**src/rtl/spart_fifo_bus_intf.sv**
```systemverilog
// Registered bus front-end for the SPART: a TX FIFO and an RX FIFO decouple
// CPU bus transfers from SPART byte timing, with status/control registers and
// a level interrupt. Contains a small synchronous FIFO and the top module.

// Synchronous FIFO with occupancy count. DEPTH must be a power of two so the
// pointers wrap naturally at their bit width.
module spart_sync_fifo #(
  parameter int DEPTH = 8,
  parameter int W     = 8,
  localparam int AW   = $clog2(DEPTH),
  localparam int CW   = $clog2(DEPTH) + 1
) (
  input  logic          clk,
  input  logic          rst_n,
  input  logic          push,
  input  logic [W-1:0]  wdata,
  input  logic          pop,
  output logic [W-1:0]  rdata,
  output logic [CW-1:0] count,
  output logic          empty,
  output logic          full
);

  logic [W-1:0]  mem [DEPTH];
  logic [AW-1:0] wr_ptr;
  logic [AW-1:0] rd_ptr;
  logic          do_push;
  logic          do_pop;

  assign empty   = (count == '0);
  assign full    = (count == CW'(DEPTH));
  assign do_push = push && !full;
  assign do_pop  = pop && !empty;
  assign rdata   = mem[rd_ptr];

  // Storage array: written on push only.
  // NOTE: the data array is deliberately not reset; only pointers and count
  // define validity, and leaving it unreset lets it map onto plain RAM/flops.
  always_ff @(posedge clk) begin
    if (do_push) mem[wr_ptr] <= wdata;
  end

  // Pointers and count; a simultaneous push and pop leaves count unchanged.
  // NOTE: sequential state uses non-blocking assignments so every register
  // samples pre-edge values regardless of statement order.
  always_ff @(posedge clk) begin
    if (!rst_n) begin
      wr_ptr <= '0;
      rd_ptr <= '0;
      count  <= '0;
    end else begin
      if (do_push) wr_ptr <= wr_ptr + AW'(1);
      if (do_pop)  rd_ptr <= rd_ptr + AW'(1);
      case ({do_push, do_pop})
        2'b10:   count <= count + CW'(1);
        2'b01:   count <= count - CW'(1);
        default: count <= count;
      endcase
    end
  end

endmodule

module spart_fifo_bus_intf #(
  parameter logic [5:0] BASE_WORD = 6'h07,
  parameter int         TX_DEPTH  = 8,
  parameter int         RX_DEPTH  = 8,
  localparam int        TX_CW     = $clog2(TX_DEPTH) + 1,
  localparam int        RX_CW     = $clog2(RX_DEPTH) + 1
) (
  input  logic        clk,
  input  logic        rst_n,
  input  logic        write_i,
  input  logic        read_i,
  input  logic [31:0] addr_i,
  input  logic [31:0] data_i,
  output logic [31:0] data_o,
  output logic        ack_o,
  output logic [7:0]  tx_data_o,
  output logic        tx_valid_o,
  input  logic        tx_ready_i,
  input  logic [7:0]  rx_data_i,
  input  logic        rx_valid_i,
  output logic        rx_read_o,
  output logic        irq_o
);

  localparam logic [1:0] REG_TXDATA = 2'b00;
  localparam logic [1:0] REG_RXDATA = 2'b01;
  localparam logic [1:0] REG_STATUS = 2'b10;
  localparam logic [1:0] REG_CTRL   = 2'b11;

  // FIFO state
  logic [TX_CW-1:0] tx_count;
  logic [RX_CW-1:0] rx_count;
  logic             tx_empty, tx_full, rx_empty, rx_full;
  logic [7:0]       rx_head;
  logic             tx_push, tx_pop, rx_push, rx_pop;

  // Bus handshake state
  logic        busy;
  logic        ack_q;
  logic [31:0] data_q;
  logic        rx_read_q;

  // Control / status state
  logic rx_ie, tx_empty_ie, rx_ovf;

  // Decode
  logic        cs, req, target_ready, accept, ctrl_wr, rx_ovf_set;
  logic [1:0]  sel;
  logic [31:0] status_word;
  logic [31:0] rd_data;

  // Address and data bits outside the register window have no function.
  logic unused_bits;
  assign unused_bits = ^{addr_i[31:8], data_i[31:8]};

  assign cs  = (addr_i[7:2] == BASE_WORD);
  assign sel = addr_i[1:0];
  assign req = write_i || read_i;

  // Readiness uses registered FIFO state only; write has priority over read.
  // NOTE: every always_comb output gets a default first so no latch is inferred.
  always_comb begin
    target_ready = 1'b1;
    if (write_i)     target_ready = (sel != REG_TXDATA) || !tx_full;
    else if (read_i) target_ready = (sel != REG_RXDATA) || !rx_empty;
  end

  assign accept  = cs && req && !busy && target_ready;
  assign tx_push = accept && write_i && (sel == REG_TXDATA);
  assign rx_pop  = accept && !write_i && (sel == REG_RXDATA);
  assign ctrl_wr = accept && write_i && (sel == REG_CTRL);

  // TX drain to the SPART transmitter.
  assign tx_valid_o = !tx_empty;
  assign tx_pop     = tx_valid_o && tx_ready_i;

  // RX fill: consume a byte only if the previous cycle did not, giving the
  // SPART one cycle to drop RDA. Gated by rst_n so no pulse leaks in reset.
  assign rx_push    = rst_n && rx_valid_i && !rx_read_q && !rx_full;
  assign rx_read_o  = rx_push;
  assign rx_ovf_set = rx_valid_i && !rx_read_q && rx_full;

  spart_sync_fifo #(.DEPTH(TX_DEPTH), .W(8)) u_tx_fifo (
    .clk   (clk),
    .rst_n (rst_n),
    .push  (tx_push),
    .wdata (data_i[7:0]),
    .pop   (tx_pop),
    .rdata (tx_data_o),
    .count (tx_count),
    .empty (tx_empty),
    .full  (tx_full)
  );

  spart_sync_fifo #(.DEPTH(RX_DEPTH), .W(8)) u_rx_fifo (
    .clk   (clk),
    .rst_n (rst_n),
    .push  (rx_push),
    .wdata (rx_data_i),
    .pop   (rx_pop),
    .rdata (rx_head),
    .count (rx_count),
    .empty (rx_empty),
    .full  (rx_full)
  );

  // Assemble the STATUS word from registered state.
  always_comb begin
    status_word                = '0;
    status_word[0]             = !rx_empty;
    status_word[1]             = !tx_full;
    status_word[2]             = tx_empty;
    status_word[3]             = rx_full;
    status_word[4]             = rx_ovf;
    status_word[8 +: RX_CW]    = rx_count;
    status_word[16 +: TX_CW]   = tx_count;
  end

  // Read-data mux; writes and write-only/unmapped reads return zero.
  always_comb begin
    rd_data = '0;
    if (!write_i) begin
      case (sel)
        REG_RXDATA: rd_data = {24'h0, rx_head};
        REG_STATUS: rd_data = status_word;
        REG_CTRL:   rd_data = {30'h0, tx_empty_ie, rx_ie};
        default:    rd_data = '0;
      endcase
    end
  end

  // Ack/data registers and the busy flag that blocks re-acceptance until
  // the master drops its request.
  always_ff @(posedge clk) begin
    if (!rst_n) begin
      ack_q     <= 1'b0;
      data_q    <= '0;
      busy      <= 1'b0;
      rx_read_q <= 1'b0;
    end else begin
      ack_q     <= accept;
      data_q    <= accept ? rd_data : '0;
      rx_read_q <= rx_push;
      if (accept)   busy <= 1'b1;
      else if (!req) busy <= 1'b0;
    end
  end

  assign ack_o  = ack_q;
  assign data_o = data_q;

  // Control register, sticky overflow flag (set wins over clear) and irq.
  always_ff @(posedge clk) begin
    if (!rst_n) begin
      rx_ie       <= 1'b0;
      tx_empty_ie <= 1'b0;
      rx_ovf      <= 1'b0;
      irq_o       <= 1'b0;
    end else begin
      if (ctrl_wr) {tx_empty_ie, rx_ie} <= data_i[1:0];
      if (rx_ovf_set)                rx_ovf <= 1'b1;
      else if (ctrl_wr && data_i[2]) rx_ovf <= 1'b0;
      irq_o <= (rx_ie && !rx_empty) || (tx_empty_ie && tx_empty) || rx_ovf;
    end
  end

endmodule

```
**config.mk**
```make
export PLATFORM = sky130hd
export DESIGN_NAME = spart_fifo_bus_intf
export DESIGN_NICKNAME = d
export VERILOG_FILES = /design/src/rtl/spart_fifo_bus_intf.sv
export SDC_FILE = /design/constraint.sdc
export NUM_CORES = 1
export LEC_CHECK = 0
export CAP_MARGIN = 25
export CORE_MARGIN = 4
export CORE_UTILIZATION = 40
export CTS_CLUSTER_DIAMETER = 200
export DETAILED_ROUTE_END_ITERATION = 6
export GPL_TIMING_DRIVEN = 1
export PLACE_DENSITY = 0.69
export SLEW_MARGIN = 40
export SYNTH_ARGS = -nofsm -noshare
export SYNTH_HDL_FRONTEND = slang
export SYNTH_SLANG_ARGS = --single-unit
```
**constraint.sdc**
```tcl
create_clock -name clk -period 5.4 [get_ports clk]
set_input_delay 1.08 -clock clk [delete_from_list [all_inputs] [get_ports clk]]
set_output_delay 1.08 -clock clk [all_outputs]
set_load 0.05 [all_outputs]
```
==> results.py <==
metrics = {
    "clock_tree": {
        "cts_resized": 0,
        "cts_tree": "built",
        "holdBufCountCts": 0,
        "cts_max_level": 4,
        "cts-root-buf": "clkbuf_16",
        "clk_path_buf_depth": 2,
        "clkTransAtPathRegs_ns": 0.07,
        "insertion_delay_ns": 0.43,
        "cts.sinks": 177,
        "post_cts_buffers": 0,
        "cts_buffers": 17,
    },
    "worst_setup_path": {
        "cp_data_required_time_ns": 4.32,
        "path_class": "input port to output port",
        "cp_max_fo": 12,
        "arrival_ns": 3.28,
        "start_kind": "input port",
        "crit_path_end_kind": "output port",
        "r2r_slack_ns": 2.63,
    },
    "sta": {
        "relSlewSlack_pct": 51.6,
        "tns_ns": 0,
        "fin_crit_ns": 4.36,
        "clock_skew_ns": 0.0116,
        "max_freq_mhz": 229,
        "finalHoldViolations": 0,
        "setup_viol": 0,
        "finalCritPeriodShare_pct": 80.7,
        "fin_ws_ns": 1.04,
        "slew_viol_final": 0,
        "worstMarginPinSlew_ns": 0.725,
        "rsz0062_at_grt": "no",
    },
    "global_routing": {
        "grt_max_degree": 24,
        "grt_pass1_vias": 4125,
        "globalRouteTotalUtil_pct": 14.5,
        "grt_pass1_wl_um": 22300,
        "overflow": 0,
        "antenna_found_initial": 0,
    },
    "floorplanning": {
        "num_rows": 48,
        "die_h_um": 142,
        "start_util_pct": 41.2,
        "die_area_um2": 20100,
        "die_x_um": 142,
        "io-pin-count": 122,
        "core_area_um2": 17400,
    },
    "route": {
        "drc": 0,
        "vias": 4004,
        "drt_pre_antenna_iters": 4,
        "drt-vias-per-instance": 5.19,
        "drt_wl_total_um": 13900,
        "drt-initial-drc-count": 360,
        "routedWlPerCell_um": 18.0,
        "ant_nets": 0,
    },
    "logic_synthesis": {
        "synth_area_um2": 7170,
        "synth_compound_gate_area_share_pct": 3.79,
        "synthDistinctLibCells": 54,
        "synth-seq-cells": 177,
        "ys_seq_area_share_pct": 67.3,
        "synth_adder_area_share_pct": 1.74,
        "ys.flop_type": "edfxtp_1",
        "synth_top_family_by_area": "multiplexers",
        "synth_edf_count": 128,
        "synth_warnings": 0,
        "synth_top_area_share_pct": 53.6,
        "synth_mux_area_share_pct": 12.5,
        "ys_async_sr_fraction_pct": 0,
        "syn_avg_cell_area_um2": 15.3,
        "yosys-top-cells-area": "edfxtp_1 54%, dfxtp_1 14%, mux4_2 7.8%",
        "synth.largest_area_cell": "edfxtp_1",
        "synth-xor-area-share_pct": 1.22,
        "syn_inst": 470,
        "yosys.area_share.simple_pct": 10.0,
    },
    "job": {
        "drv_cap": 0,
    },
    "placement": {
        "dpl.hpwl_um": 9240,
        "place_congestion": 0.779,
        "io_buffers": 57,
        "dpl.cell_count": 740,
        "dp_worst_setup_slack_ns": 1.08,
    },
    "power": {
        "p_leak_nw": 2.89,
        "vdd_drop_max_v": 0.000271,
        "p_per_area_nw_per_um2": 333,
        "finalPower_mw": 2.86,
    },
    "finish": {
        "final_common_cell": "edfxtp_1",
        "finalNonFillerCells": 772,
        "mostFrequentLayoutCells": "128 x edfxtp_1, 57 x clkdlybuf4s50_1, 46 x dfxtp_1, 25 x nand2_1, 25 x mux4_2",
        "antenna_cells": 0,
        "drive_gt1_share_pct": 18.5,
        "final_util_pct": 49.4,
        "finish.net_count": 622,
        "syn2layout_area_growth_pct": 20.0,
    },
    "run_status": {
        "status": "finished clean",
    },
    "min_path": {
        "hp-class": "flop to flop",
    },
}
kinds of logic (layout without fill, tap and decap cells):
kind of cell	count (synthesis)	count (layout)
compound gates	44	44
fa+ha+maj	10	10
buf+inv	42	104
flops	177	177
simple gates	129	129
other cells	1	16
xor+xnor	10	10
mux	57	57
per-stage QoR:
stage | cell area (um2) | hold WS (ns)
floorplan | 7230 | 0.449
finish | 8610 | 0.489
global route | 8610 | 0.520
detailed placement | 7950 | 0.473
global placement | 7940 | 0.466
CTS | 8580 | 0.490
critical path, stage by stage:
cell and delay (ns):
clkdlybuf4s50_1 0.77, and3b_1 0.30, nand2_2 0.17, inv_2 0.14, clkdlybuf4s50_1 0.81
flip-flops by register name, indices dropped and copies added (netlist names), 3 cells and up, named ones only:
name,flops
u_rx_fifo.rd_ptr,3
u_rx_fifo.wr_ptr,3
u_tx_fifo.rd_ptr,3
u_tx_fifo.count,4
data_o,16
u_rx_fifo.mem,64
u_rx_fifo.count,4
u_tx_fifo.wr_ptr,3
u_tx_fifo.mem,64
routing by layer:
| metal | up-vias | GRT usage, % | routed length [um] | part of all wire (%) |
|---|---|---|---|---|
| li1 | 1889 | - | - | - |
| met1 | 2007 | 18.5 | 6000 | 43 |
| met2 | 100 | 24.5 | 7110 | 51 |
| met3 | 8 | 4.11 | 700 | 5.0 |
| met4 | 0 | 3.79 | 109 | 0.78 |
| met5 | - | 0 | 0 | 0 |
final timing paths:
kind	start	end	cells after the start
worst max-delay path	rst_n	rx_read_o	5
worst min-delay path	busy$_SDFFE_PN0P_	busy$_SDFFE_PN0P_	2
worst max register to register	u_rx_fifo.count[0]$_SDFFE_PN0P_	u_rx_fifo.count[2]$_SDFFE_PN0P_	10
worst min register to register	busy$_SDFFE_PN0P_	busy$_SDFFE_PN0P_	2
power by group:
group          internal, mW  leakage (nW)  switching (mW)
clock                 0.715         0.311           0.574
combinational        0.0364          1.03          0.0694
sequential             1.46          1.55         0.00674
total                  2.21          2.89           0.650
cells in the mapped netlist (all sizes together) (8+ instances only):
| cell | count |
|---|---|
| o21ai | 10 |
| buf | 31 |
| nand2b | 12 |
| nor3 | 15 |
| mux2 | 8 |
| xor2 | 9 |
| dfxtp | 49 |
| a21oi | 20 |
| ha | 10 |
| nand2 | 26 |
| mux4 | 25 |
| nor2 | 24 |
| and2 | 10 |
| mux2i | 24 |
| nand3 | 12 |
| edfxtp | 128 |
cell type report:
type / count / area (um2)
fill: 1455 / 8810
sequential: 177 / 4830
multi-input combinational: 266 / 2200
timing repair buffer: 66 / 638
clock buffer: 17 / 425
tap: 225 / 282
clock inverter: 15 / 209
inverter: 6 / 22.5
Power figures use the tool's default switching activity.
